`src/rtl/task_arb_pkg.sv`:
```
`default_nettype none
// ============================================================================
// Module   : task_arb_pkg
// Brief    : Shared types and the round-robin pick function for task_arb_ctrl.
// Revision : 1.0 - initial release
// ============================================================================
package task_arb_pkg;

    localparam int MAX_REQ  = 16;
    localparam int MAX_ID_W = 4;

    typedef enum logic [1:0] {
        IDLE  = 2'd0,
        ISSUE = 2'd1,
        WAIT  = 2'd2,
        ACK   = 2'd3
    } state_t;

    typedef struct packed {
        logic                valid;
        logic [MAX_ID_W-1:0] idx;
    } rr_pick_t;

    function automatic int id_width(input int n);
        return (n > 1) ? $clog2(n) : 1;
    endfunction

    // Search starts one past the previous winner and wraps modulo n.
    function automatic rr_pick_t rr_pick(input logic [MAX_REQ-1:0]  req,
                                         input logic [MAX_ID_W-1:0] last,
                                         input int                  n);
        rr_pick_t r;
        int       idx;
        r.valid = 1'b0;
        r.idx   = '0;
        for (int k = 1; k <= MAX_REQ; k++) begin
            if (k <= n) begin
                idx = (int'(last) + k) % n;
                if (!r.valid && req[idx[MAX_ID_W-1:0]]) begin
                    r.valid = 1'b1;
                    r.idx   = idx[MAX_ID_W-1:0];
                end
            end
        end
        return r;
    endfunction

endpackage
`default_nettype wire

```
`src/rtl/task_arb_rr_pick.sv`:
```
`default_nettype none
// ============================================================================
// Module   : task_arb_rr_pick
// Brief    : Combinational round-robin priority picker over N_REQ requests.
// Revision : 1.0 - initial release
// ============================================================================
module task_arb_rr_pick
    import task_arb_pkg::*;
#(
    parameter int N_REQ = 4
) (
    input  logic [N_REQ-1:0]           req,
    input  logic [id_width(N_REQ)-1:0] last,
    output logic                       valid,
    output logic [id_width(N_REQ)-1:0] idx
);

    localparam int c_ID_W = id_width(N_REQ);

    rr_pick_t w_pick;

    always_comb begin
        w_pick = rr_pick(MAX_REQ'(req), MAX_ID_W'(last), N_REQ);
        valid  = w_pick.valid;
        idx    = c_ID_W'(w_pick.idx);
    end

endmodule
`default_nettype wire

```
`src/rtl/task_arb_ctrl.sv`:
```
`default_nettype none
// ============================================================================
// Module   : task_arb_ctrl
// Brief    : Round-robin arbiter serialising calls into one shared task engine.
// Revision : 1.0 - initial release
// ============================================================================
module task_arb_ctrl
    import task_arb_pkg::*;
#(
    parameter int N_REQ   = 4,
    parameter int TIMEOUT = 255
) (
    input  logic                       Clk,
    input  logic                       Reset,
    input  logic [N_REQ-1:0]           Req,
    output logic [N_REQ-1:0]           Ack,
    output logic                       AckErr,
    output logic                       Start,
    output logic [id_width(N_REQ)-1:0] ReqId,
    input  logic                       EngDone,
    output logic                       Busy
);

    localparam int c_ID_W = id_width(N_REQ);
    localparam int c_WD_W = $clog2(TIMEOUT + 1);

    state_t              state_q,    state_d;
    logic [c_ID_W-1:0]   last_q,     last_d;
    logic [c_ID_W-1:0]   req_id_q,   req_id_d;
    logic [c_WD_W-1:0]   wd_q,       wd_d;
    logic [N_REQ-1:0]    ack_q,      ack_d;
    logic                ack_err_q,  ack_err_d;
    logic                start_q,    start_d;
    logic                busy_q,     busy_d;
    logic                spurious_q, spurious_d;

    logic                w_pick_valid;
    logic [c_ID_W-1:0]   w_pick_idx;

    task_arb_rr_pick #(
        .N_REQ (N_REQ)
    ) u_rr_pick (
        .req   (Req),
        .last  (last_q),
        .valid (w_pick_valid),
        .idx   (w_pick_idx)
    );

    always_comb begin
        state_d    = state_q;
        last_d     = last_q;
        req_id_d   = req_id_q;
        wd_d       = wd_q;
        ack_d      = '0;
        ack_err_d  = 1'b0;
        start_d    = 1'b0;
        spurious_d = spurious_q;

        case (state_q)
            IDLE: begin
                if (w_pick_valid) begin
                    req_id_d = w_pick_idx;
                    start_d  = 1'b1;
                    state_d  = ISSUE;
                end
            end
            ISSUE: begin
                wd_d    = c_WD_W'(TIMEOUT);
                state_d = WAIT;
            end
            WAIT: begin
                // A done arriving on the last watchdog cycle still counts as success.
                if (EngDone || (wd_q == c_WD_W'(1))) begin
                    ack_d     = N_REQ'(1) << req_id_q;
                    ack_err_d = ~EngDone;
                    state_d   = ACK;
                end else begin
                    wd_d = wd_q - c_WD_W'(1);
                end
            end
            ACK: begin
                last_d  = req_id_q;
                state_d = IDLE;
            end
            default: state_d = IDLE;
        endcase

        if (EngDone && ((state_q == IDLE) || (state_q == ISSUE))) begin
            spurious_d = 1'b1;
        end

        busy_d = (state_d != IDLE);
    end

    always_ff @(posedge Clk) begin
        if (Reset) begin
            state_q    <= IDLE;
            last_q     <= c_ID_W'(N_REQ - 1);
            req_id_q   <= '0;
            wd_q       <= '0;
            ack_q      <= '0;
            ack_err_q  <= 1'b0;
            start_q    <= 1'b0;
            busy_q     <= 1'b0;
            spurious_q <= 1'b0;
        end else begin
            state_q    <= state_d;
            last_q     <= last_d;
            req_id_q   <= req_id_d;
            wd_q       <= wd_d;
            ack_q      <= ack_d;
            ack_err_q  <= ack_err_d;
            start_q    <= start_d;
            busy_q     <= busy_d;
            spurious_q <= spurious_d;
        end
    end

    assign Ack    = ack_q;
    assign AckErr = ack_err_q;
    assign Start  = start_q;
    assign ReqId  = req_id_q;
    assign Busy   = busy_q;

    spurious_engdone_cov: cover property (@(posedge Clk) disable iff (Reset)
        !spurious_q && spurious_d);

endmodule
`default_nettype wire

```
`config.mk`:
```
export PLATFORM = sky130hd
export DESIGN_NAME = task_arb_ctrl
export DESIGN_NICKNAME = d
export VERILOG_FILES = /design/src/rtl/task_arb_pkg.sv /design/src/rtl/task_arb_rr_pick.sv /design/src/rtl/task_arb_ctrl.sv
export SDC_FILE = /design/constraint.sdc
export NUM_CORES = 1
export LEC_CHECK = 0
export CORE_ASPECT_RATIO = 0.75
export CORE_MARGIN = 10
export CORE_UTILIZATION = 34
export DETAILED_ROUTE_END_ITERATION = 12
export HOLD_SLACK_MARGIN = 0.1
export PLACE_DENSITY = 0.57
export SLEW_MARGIN = 30
export SYNTH_ARGS = -nofsm -noshare
export SYNTH_HDL_FRONTEND = slang
export SYNTH_HIERARCHICAL = 1
export SYNTH_SLANG_ARGS = --single-unit
```
`constraint.sdc`:
```
create_clock -name Clk -period 5.3 [get_ports Clk]
set_clock_uncertainty 0.1 [all_clocks]
set_input_delay 1.06 -clock Clk [delete_from_list [all_inputs] [get_ports Clk]]
set_output_delay 1.06 -clock Clk [all_outputs]
set_load 0.02 [all_outputs]
```
; After elaboration in Yosys (flattened, before gate mapping)
; Index checks and enable logic that the tools add are counted.
[word_totals]
elab_cells = 67
in_bits = 7
regBits = 21
out_inout_bits = 9
[op_classes]
shifts = 1
reduce_logical = 18
add_sub_neg = 5
n_eq_ne = 5
magnitude_cmp = 4
mux = 18
bitwise = 8
[op_table]
columns = op, count
row1 = 4-bit by 5-bit less-than comparator with 1-bit output (second input constant), 4
row2 = 5-bit 2-to-1 mux, 4
row3 = 8-bit case mux with 2 select lines, 1
row4 = 1-bit binary-select mux with 3-bit select, 4
row5 = 2-bit OR reduction, 5
row6 = 8-bit by 1-bit == test with 1-bit output (second input constant), 1
row7 = 8-bit 2-to-1 mux, 1
row8 = 2-bit case mux with 4 select lines, 1
row9 = 8-bit by 1-bit subtractor with 8-bit output (second input constant), 1
row10 = 1-bit 2-to-1 mux, 5
row11 = 2-bit by 1-bit adder with 2-bit output (second input constant), 2
row12 = 2-bit adder (second input constant), 2
row13 = 1-bit bitwise AND (first input constant), 4
row14 = 2-bit == test (second input constant), 2
row15 = 2-bit 2-to-1 mux, 2
row16 = 1-bit NOT, 4
row17 = 2-bit AND reduction, 2
row18 = 2-bit nonzero test, 2
row19 = 1-bit by 2-bit << shifter with 4-bit output (first input constant), 1
row20 = 1-bit logical AND, 3
row21 = 1-bit logical NOT, 3
row22 = 3-bit OR reduction, 1
row23 = 2-bit by 1-bit == test with 1-bit output (second input constant), 1
row24 = 2-bit logical NOT, 1
row25 = 2 further kinds, 2

; Logic depth before layout (Yosys ltp)
; Gate-level depths: netlist of run 1.
[logic_depth]
depth_word = 18
depth_mapped = 6
ltp_nobuf = 6

; By module
; The synthesis of run 1 kept the hierarchy.
[modules_own_cells]
columns = module, instances, seq_area_each_um2, cells_per_inst, area_each_um2
row1 = task_arb_ctrl, 1, 420.4, 99, 939.7
row2 = task_arb_rr_pick, 1, 0.0, 14, 91.3

; Worst setup path after synthesis of run 1
; Ideal clock, no wire load.
[synth_path]
path_type = input to register
start = in EngDone
end = reg wd_q[7]
setup_ps = 74
cell_stages = 4
n_path_buf = 0
required_time_ps = 5126
slack_ps = 3291
arrival_ps = 1834
cell_sequence = nor2b_1 > o21ai_1 > or4_1 > a31oi_1
[synth_via]
elab_chain_len = 3
[synth_rtl]
columns = item, line
row1 = from (decl), task_arb_ctrl.sv:20  ; input logic EngDone,
row2 = 1-bit logical OR, task_arb_ctrl.sv:73  ; if (EngDone || (wd_q == c_WD_W'(1))) begin
row3 = 2-bit inequality test (no line), --
row4 = 2-bit AND reduction (no line), --
row5 = to (signal assigned), task_arb_ctrl.sv:110  ; wd_q <= wd_d;
row6 = to (decl), task_arb_ctrl.sv:30  ; logic [c_WD_W-1:0] wd_q, wd_d;
; Every way passes these cells.
; A chain may end at the register's enable or synchronous reset.

; Worst setup path after layout of run 1
[layout_path]
start = reg req_id_q[1], in the netlist ReqId[1]
end = out ReqId[1]
[layout_rtl]
columns = item, line
row1 = from (decl), task_arb_ctrl.sv:29  ; logic [c_ID_W-1:0] req_id_q, req_id_d;
row2 = from (signal assigned), task_arb_ctrl.sv:109  ; req_id_q <= req_id_d;
row3 = to (decl), task_arb_ctrl.sv:19  ; output logic [id_width(N_REQ)-1:0] ReqId,
; No word-level cell between the ends.

==> results of run 1 <==
final cells by class:
class	count	area [um^2]
clock buffer	3	41.3
clock inverter	1	5.00
fill	285	1640
inverter	10	37.5
multi-input combinational	81	569
sequential	21	420
tap	38	47.5
timing repair buffer	15	150
report_power, final:
part / switching [mW] / internal [mW]
combinational: 0.158 / 0.136
sequential: 0.0558 / 0.208
clock: 0.0499 / 0.0523
total: 0.264 / 0.396
flip-flops by register name, summed over array words and instances, names as in the netlist:
name	flops
wd_q	8
Start	1
AckErr	1
state_q	2
last_q	2
Ack	4
Busy	1
ReqId	2
layer usage:
metal  vias up  share of wire (%)  track usage (%)
li1        440                  -                -
met1       377                 52             9.80
met2        22                 43             11.5
met3         0                5.5             3.49
met4         0                  0             2.92
met5         -                  0                0
final timing paths:
check                                 to  startpoint  slack, ns  cells after the start
worst max-delay path            ReqId[1]    ReqId[1]       2.78                      1
worst min-delay path              Ack[3]    ReqId[0]       0.45                      2
worst max register to register   wd_q[7]  state_q[0]       3.23                      6
worst min register to register    Ack[3]    ReqId[0]       0.45                      2
metrics by stage:
stage / power, mW / instances
floorplan: 0.475 / 113
detailed placement: 0.556 / 165
finish: 0.660 / 169
CTS: 0.663 / 169
global placement: 0.558 / 165
global route: 0.719 / 169
cells by family (layout without fill, tap and decap cells):
kind of cell | Yosys count | after routing
flip-flops | 21 | 21
multiplexers | 3 | 3
buffers and inverters | 11 | 29
adder cells (fa/ha/maj) | 7 | 7
AO/OA/AOI/OAI | 27 | 27
AND/OR/NAND/NOR | 43 | 43
XOR/XNOR | 1 | 1
layout by cell type, fill, tap and decap left out, drive strengths merged, types with 3 or more instances in the layout:
master	count
nand3	3
clkdlybuf4s50	15
nand2	8
a31oi	3
nor3	8
dfxtp	21
nor2b	3
a211oi	4
a21oi	8
nand2b	3
mux2i	3
nor2	8
clkbuf	3
inv	10
ha	7
==> summary.txt, run 1 <==
Status
  – Status: finished, final reports clean

Yosys
  – YS warnings: 6
  – Top_reg_cell synth: dfxtp_1
  – Top-count cell post-synth: dfxtp_1
  – Synth Area in XOR/XNOR: 0.850%
  – Synth Area in Compound Gates: 18.2%
  – Simple-gate share of the synthesized area: 24.8%
  – Top post-synthesis cells by area: dfxtp_1 41%, ha_1 8.5%, a21oi_1 3.4%, nor3_1 3.4%, inv_1 3.3%
  – Synth cell types: 38
  – Mux cell area share after synthesis: 2.91%
  – Largest family of logic cells by synthesized area: simple AND/OR/NAND/NOR gates
  – Yosys reg bits: 21
  – Syn_nets: 127
  – Yosys top cell by area: dfxtp_1
  – Synth top area share: 40.8%
  – Post-synthesis adder-cell area fraction: 8.50%
  – Post-synth EDFFs: 0
  – Async SR Flop Fraction: 0%
  – Cell area after synthesis: 1030 um^2
  – Syn avg cell area: 9.12 um^2
  – Most common library cells after synthesis: 21 x dfxtp_1, 9 x inv_1, 8 x nand2_1, 8 x nor2_1
  – Register area share after synthesis: 40.8%
  – Mapped Cells: 113

Finish
  – Share of post-route cells with drive strength above 1: 9.92%
  – Nets: 146
  – ANT cells: 0
  – Final Core Density: 43.6%
  – Area grow syn2layout: 23.3%
  – Fin area: 1270 um^2

Critical path
  – Worst setup EP type: output pin
  – CP Data Arrival Time: 1.36 ns
  – Cell Chain, Critical Path: clkdlybuf4s50_1
  – Critical path's slowest cell: clkdlybuf4s50_1
  – Crit Path Class: register to output pin
  – CP delay by family, top: buffers and inverters
  – WP buf/inv: 1
  – CP required: 4.14 ns
  – CP startpoint kind: register
  – Critical path's largest stage delay: 0.65 ns
  – Critical path fanouts, max: 6

Clocking
  – Postcts setup bufs: 0
  – CTS tree: done
  – Skew-Pair Late Insertion Delay: 0.26 ns
  – Clock transition at the registers of the reported paths: 0.08 ns
  – # clock sinks: 21
  – H-tree depth: 1
  – Num CTS Buffers: 3
  – Bufs on Longest Clock Path: 2
  – CTS Hold Buffers Added: 0
  – CTS resizes: 0
  – Root Driver: clkbuf_8

Route
  – Mean routed wirelength per cell: 12.5 um
  – First drt pass iteration count: 4
  – Vias: 839
  – Routed vias/inst: 4.96
  – Initial DRC Count: 49
  – Detail Route Antenna Nets: 0
  – DRC viols: 0
  – Routed WL: 2110 um

STA
  – Slew Limit Fails: 0
  – Hold WS: 0.447 ns
  – Fin. Hold Viols: 0
  – Setup-failing EPs final: 0
  – Final Cycle Share: 47.6%
  – Final TNS setup: 0 ns
  – PnR worst setup slack: 2.78 ns
  – Tmin final: 2.52 ns
  – RSZ-0062 raised after global routing: no
  – Rel. slew slack: 55.9%
  – Fmax: 397 MHz
  – Worst Tran Pin Value: 0.657 ns

Floorplan
  – Initial Util: 35.4%
  – DIE WIDTH: 83.6 um
  – Die area: 5660 um^2
  – Die Ht: 67.7 um
  – Core footprint: 2910 um^2
  – Row count: 17
  – IO Pins: 16

GRT
  – Initial antenna violation count: 0
  – GRT overflow: 0
  – Vias in the first global route: 797
  – First-pass GRT wire length: 3670 um
  – GR Util All Layers: 7.80%
  – Largest net degree at the start of global routing: 15

Placed design
  – Routability-driven placement congestion ratio: 0.834
  – Placed cell area: 1220 um^2
  – Post-Place Worst Slack: 2.61 ns
  – PortBufs: 15
  – Hpwl dp: 1620 um

Worst hold path
  – Hold crit path type: register to register

Power
  – Pwr dens: 519 nW/um^2
  – Pleak: 0.476 nW
  – Max IR drop VDD: 0.255 mV

Run
  – Maxcap violations: 0
No activity file was read; power rests on OpenSTA's default activity.
==> run 2: changes to the inputs <==
clock period = 2.5 ns   (was 5.3 ns; I/O delays follow)
==> summary.txt, run 2 (synthesis gave the netlist of run 1 again) <==
Critical path
  – WP buf/inv: 1 (unchanged)
  – Critical path fanouts, max: 8 (was 6)
  – Reg2reg start: state_q[0] (unchanged)
  – Worst setup EP type: register (was output pin)
  – Setup slack, reg-to-reg: 0.43 ns (was 3.23 ns)
  – CP startpoint kind: register (unchanged)
  – Critical path's largest stage delay: 0.43 ns (was 0.65 ns)
  – Crit path depth: 6 (was 1)
  – Critical path's slowest cell: or4_1 (was clkdlybuf4s50_1)
  – R2R Path End: wd_q[7] (unchanged)
  – Setup crit end: wd_q[7] (was ReqId[1])
  – Cell Chain, Critical Path: inv_1, ha_1, nor2b_2, o21ai_1, or4_1, a31oi_1 (was clkdlybuf4s50_1)
  – CP required: 2.58 ns (was 4.14 ns)
  – Crit Path Class: register to register (was register to output pin)
  – CP Data Arrival Time: 2.16 ns (was 1.36 ns)
  – Worst reg2reg path depth: 6 (unchanged)
  – CP delay by family, top: simple AND/OR/NAND/NOR gates (was buffers and inverters)
  – Crit. Startpoint: state_q[0] (was ReqId[1])

Floorplan
  – DIE WIDTH: 83.6 um (unchanged)
  – Die area: 5660 um^2 (unchanged)
  – Die Ht: 67.7 um (unchanged)
  – Initial Util: 35.4% (unchanged)
  – Core footprint: 2910 um^2 (unchanged)
  – Row count: 17 (unchanged)
  – IO Pins: 16 (unchanged)

Clocking
  – CTS tree: done (unchanged)
  – Postcts setup bufs: 0 (unchanged)
  – Num CTS Buffers: 3 (unchanged)
  – H-tree depth: 1 (unchanged)
  – CTS Hold Buffers Added: 0 (unchanged)
  – # clock sinks: 21 (unchanged)
  – Skew-Pair Late Insertion Delay: 0.25 ns (was 0.26 ns)
  – Clock transition at the registers of the reported paths: 0.07 ns (was 0.08 ns)
  – CTS resizes: 0 (unchanged)
  – Root Driver: clkbuf_8 (unchanged)
  – Bufs on Longest Clock Path: 2 (unchanged)

Route
  – Routed WL: 2100 um (was 2110 um)
  – First drt pass iteration count: 4 (unchanged)
  – DRC viols: 0 (unchanged)
  – Detail Route Antenna Nets: 0 (unchanged)
  – Routed vias/inst: 5.04 (was 4.96)
  – Mean routed wirelength per cell: 12.3 um (was 12.5 um)
  – Vias: 861 (was 839)
  – Initial DRC Count: 33 (was 49)

STA
  – Final TNS setup: 0 ns (unchanged)
  – Tmin final: 2.07 ns
  – Setup-failing EPs final: 0 (unchanged)
  – RSZ-0062 raised after global routing: no (unchanged)
  – Final Cycle Share: 83.0%
  – Worst Tran Pin Value: 0.391 ns (was 0.657 ns)
  – Rel. slew slack: 73.9% (was 55.9%)
  – Fmax: 482 MHz
  – Fin. Hold Viols: 0 (unchanged)
  – Slew Limit Fails: 0 (unchanged)

Finish
  – Max FFs per register: 8 (unchanged)
  – Most frequent cells in the layout: 21 x dfxtp_1, 15 x clkdlybuf4s50_1, 9 x inv_1 (unchanged)
  – Nets: 148 (was 146)
  – Commonest non-fill, non-tap cell in the layout: dfxtp_1 (unchanged)
  – Reg with most FFs: wd_q (unchanged)
  – Area grow syn2layout: 24.8% (was 23.3%)
  – Final Core Density: 44.1% (was 43.6%)
  – ANT cells: 0 (unchanged)
  – Share of post-route cells with drive strength above 1: 11.3% (was 9.92%)

GRT
  – Vias in the first global route: 768 (was 797)
  – Initial antenna violation count: 0 (unchanged)
  – GRT overflow: 0 (unchanged)
  – First-pass GRT wire length: 3540 um (was 3670 um)
  – GR Util All Layers: 7.46% (was 7.80%)
  – Largest net degree at the start of global routing: 13 (was 15)

Placed design
  – Hpwl dp: 1690 um (was 1620 um)
  – Routability-driven placement congestion ratio: 0.807 (was 0.834)
  – PortBufs: 15 (unchanged)

Worst hold path
  – Hold crit path type: register to register (unchanged)

Status
  – Status: finished, final reports clean (unchanged)

Power
  – Pleak: 0.486 nW (was 0.476 nW)
  – Pwr dens: 1090 nW/um^2 (was 519 nW/um^2)
  – Max IR drop VDD: 0.513 mV (was 0.255 mV)

Run
  – Maxcap violations: 0 (unchanged)
run 2: layout make-up:
cell class	count	area (um^2)
sequential	21	420
multi-input combinational	81	569
inverter	10	37.5
fill	281	1630
timing repair buffer	17	165
clock inverter	1	5.00
clock buffer	3	41.3
tap	38	47.5
run 2: worst min-delay path by stage:
stage               startpoint  endpoint  slack (ns)  cells past startpoint
floorplan              wd_q[0]   wd_q[0]        0.38                      1
global placement       wd_q[0]   wd_q[0]        0.42                      1
detailed placement     wd_q[0]   wd_q[0]        0.43                      1
CTS                    wd_q[0]   wd_q[0]        0.44                      1
global route          ReqId[1]  ReqId[1]        0.48                      2
finish                 wd_q[0]   wd_q[0]        0.44                      1
run 2: metal layers:
metal  GRT usage, %  wire, um
met4           3.13        31
met2           11.9       949
met3           2.76       112
met5              0         0
met1           8.94      1010
run 2: per-stage QoR:
| stage | hold slack, ns | instance area (um^2) | total power [mW] | setup slack, ns | std cells |
|---|---|---|---|---|---|
| finish | 0.444 | 1290 | 1.40 | 0.425 | 171 |
| global route | 0.482 | 1290 | 1.52 | 0.256 | 171 |
| CTS | 0.443 | 1290 | 1.41 | 0.436 | 171 |
| detailed placement | 0.432 | 1240 | 1.19 | 0.366 | 167 |
| global placement | 0.417 | 1240 | 1.19 | 0.431 | 167 |
| floorplan | 0.383 | 1030 | 1.01 | 0.688 | 113 |
run 2: worst reg2reg max path, stage by stage, from the launching register on:
cell and delay [ns]:
dfxtp_1 0.41, inv_1 0.11, ha_1 0.31, nor2b_2 0.30, o21ai_1 0.20, or4_1 0.43, a31oi_1 0.16
run 2: power by group:
group          total, mW  leakage (nW)  switching, mW  internal, mW
clock network      0.211        0.0255          0.100         0.111
registers          0.560         0.173          0.119         0.441
logic              0.627         0.288          0.334         0.293
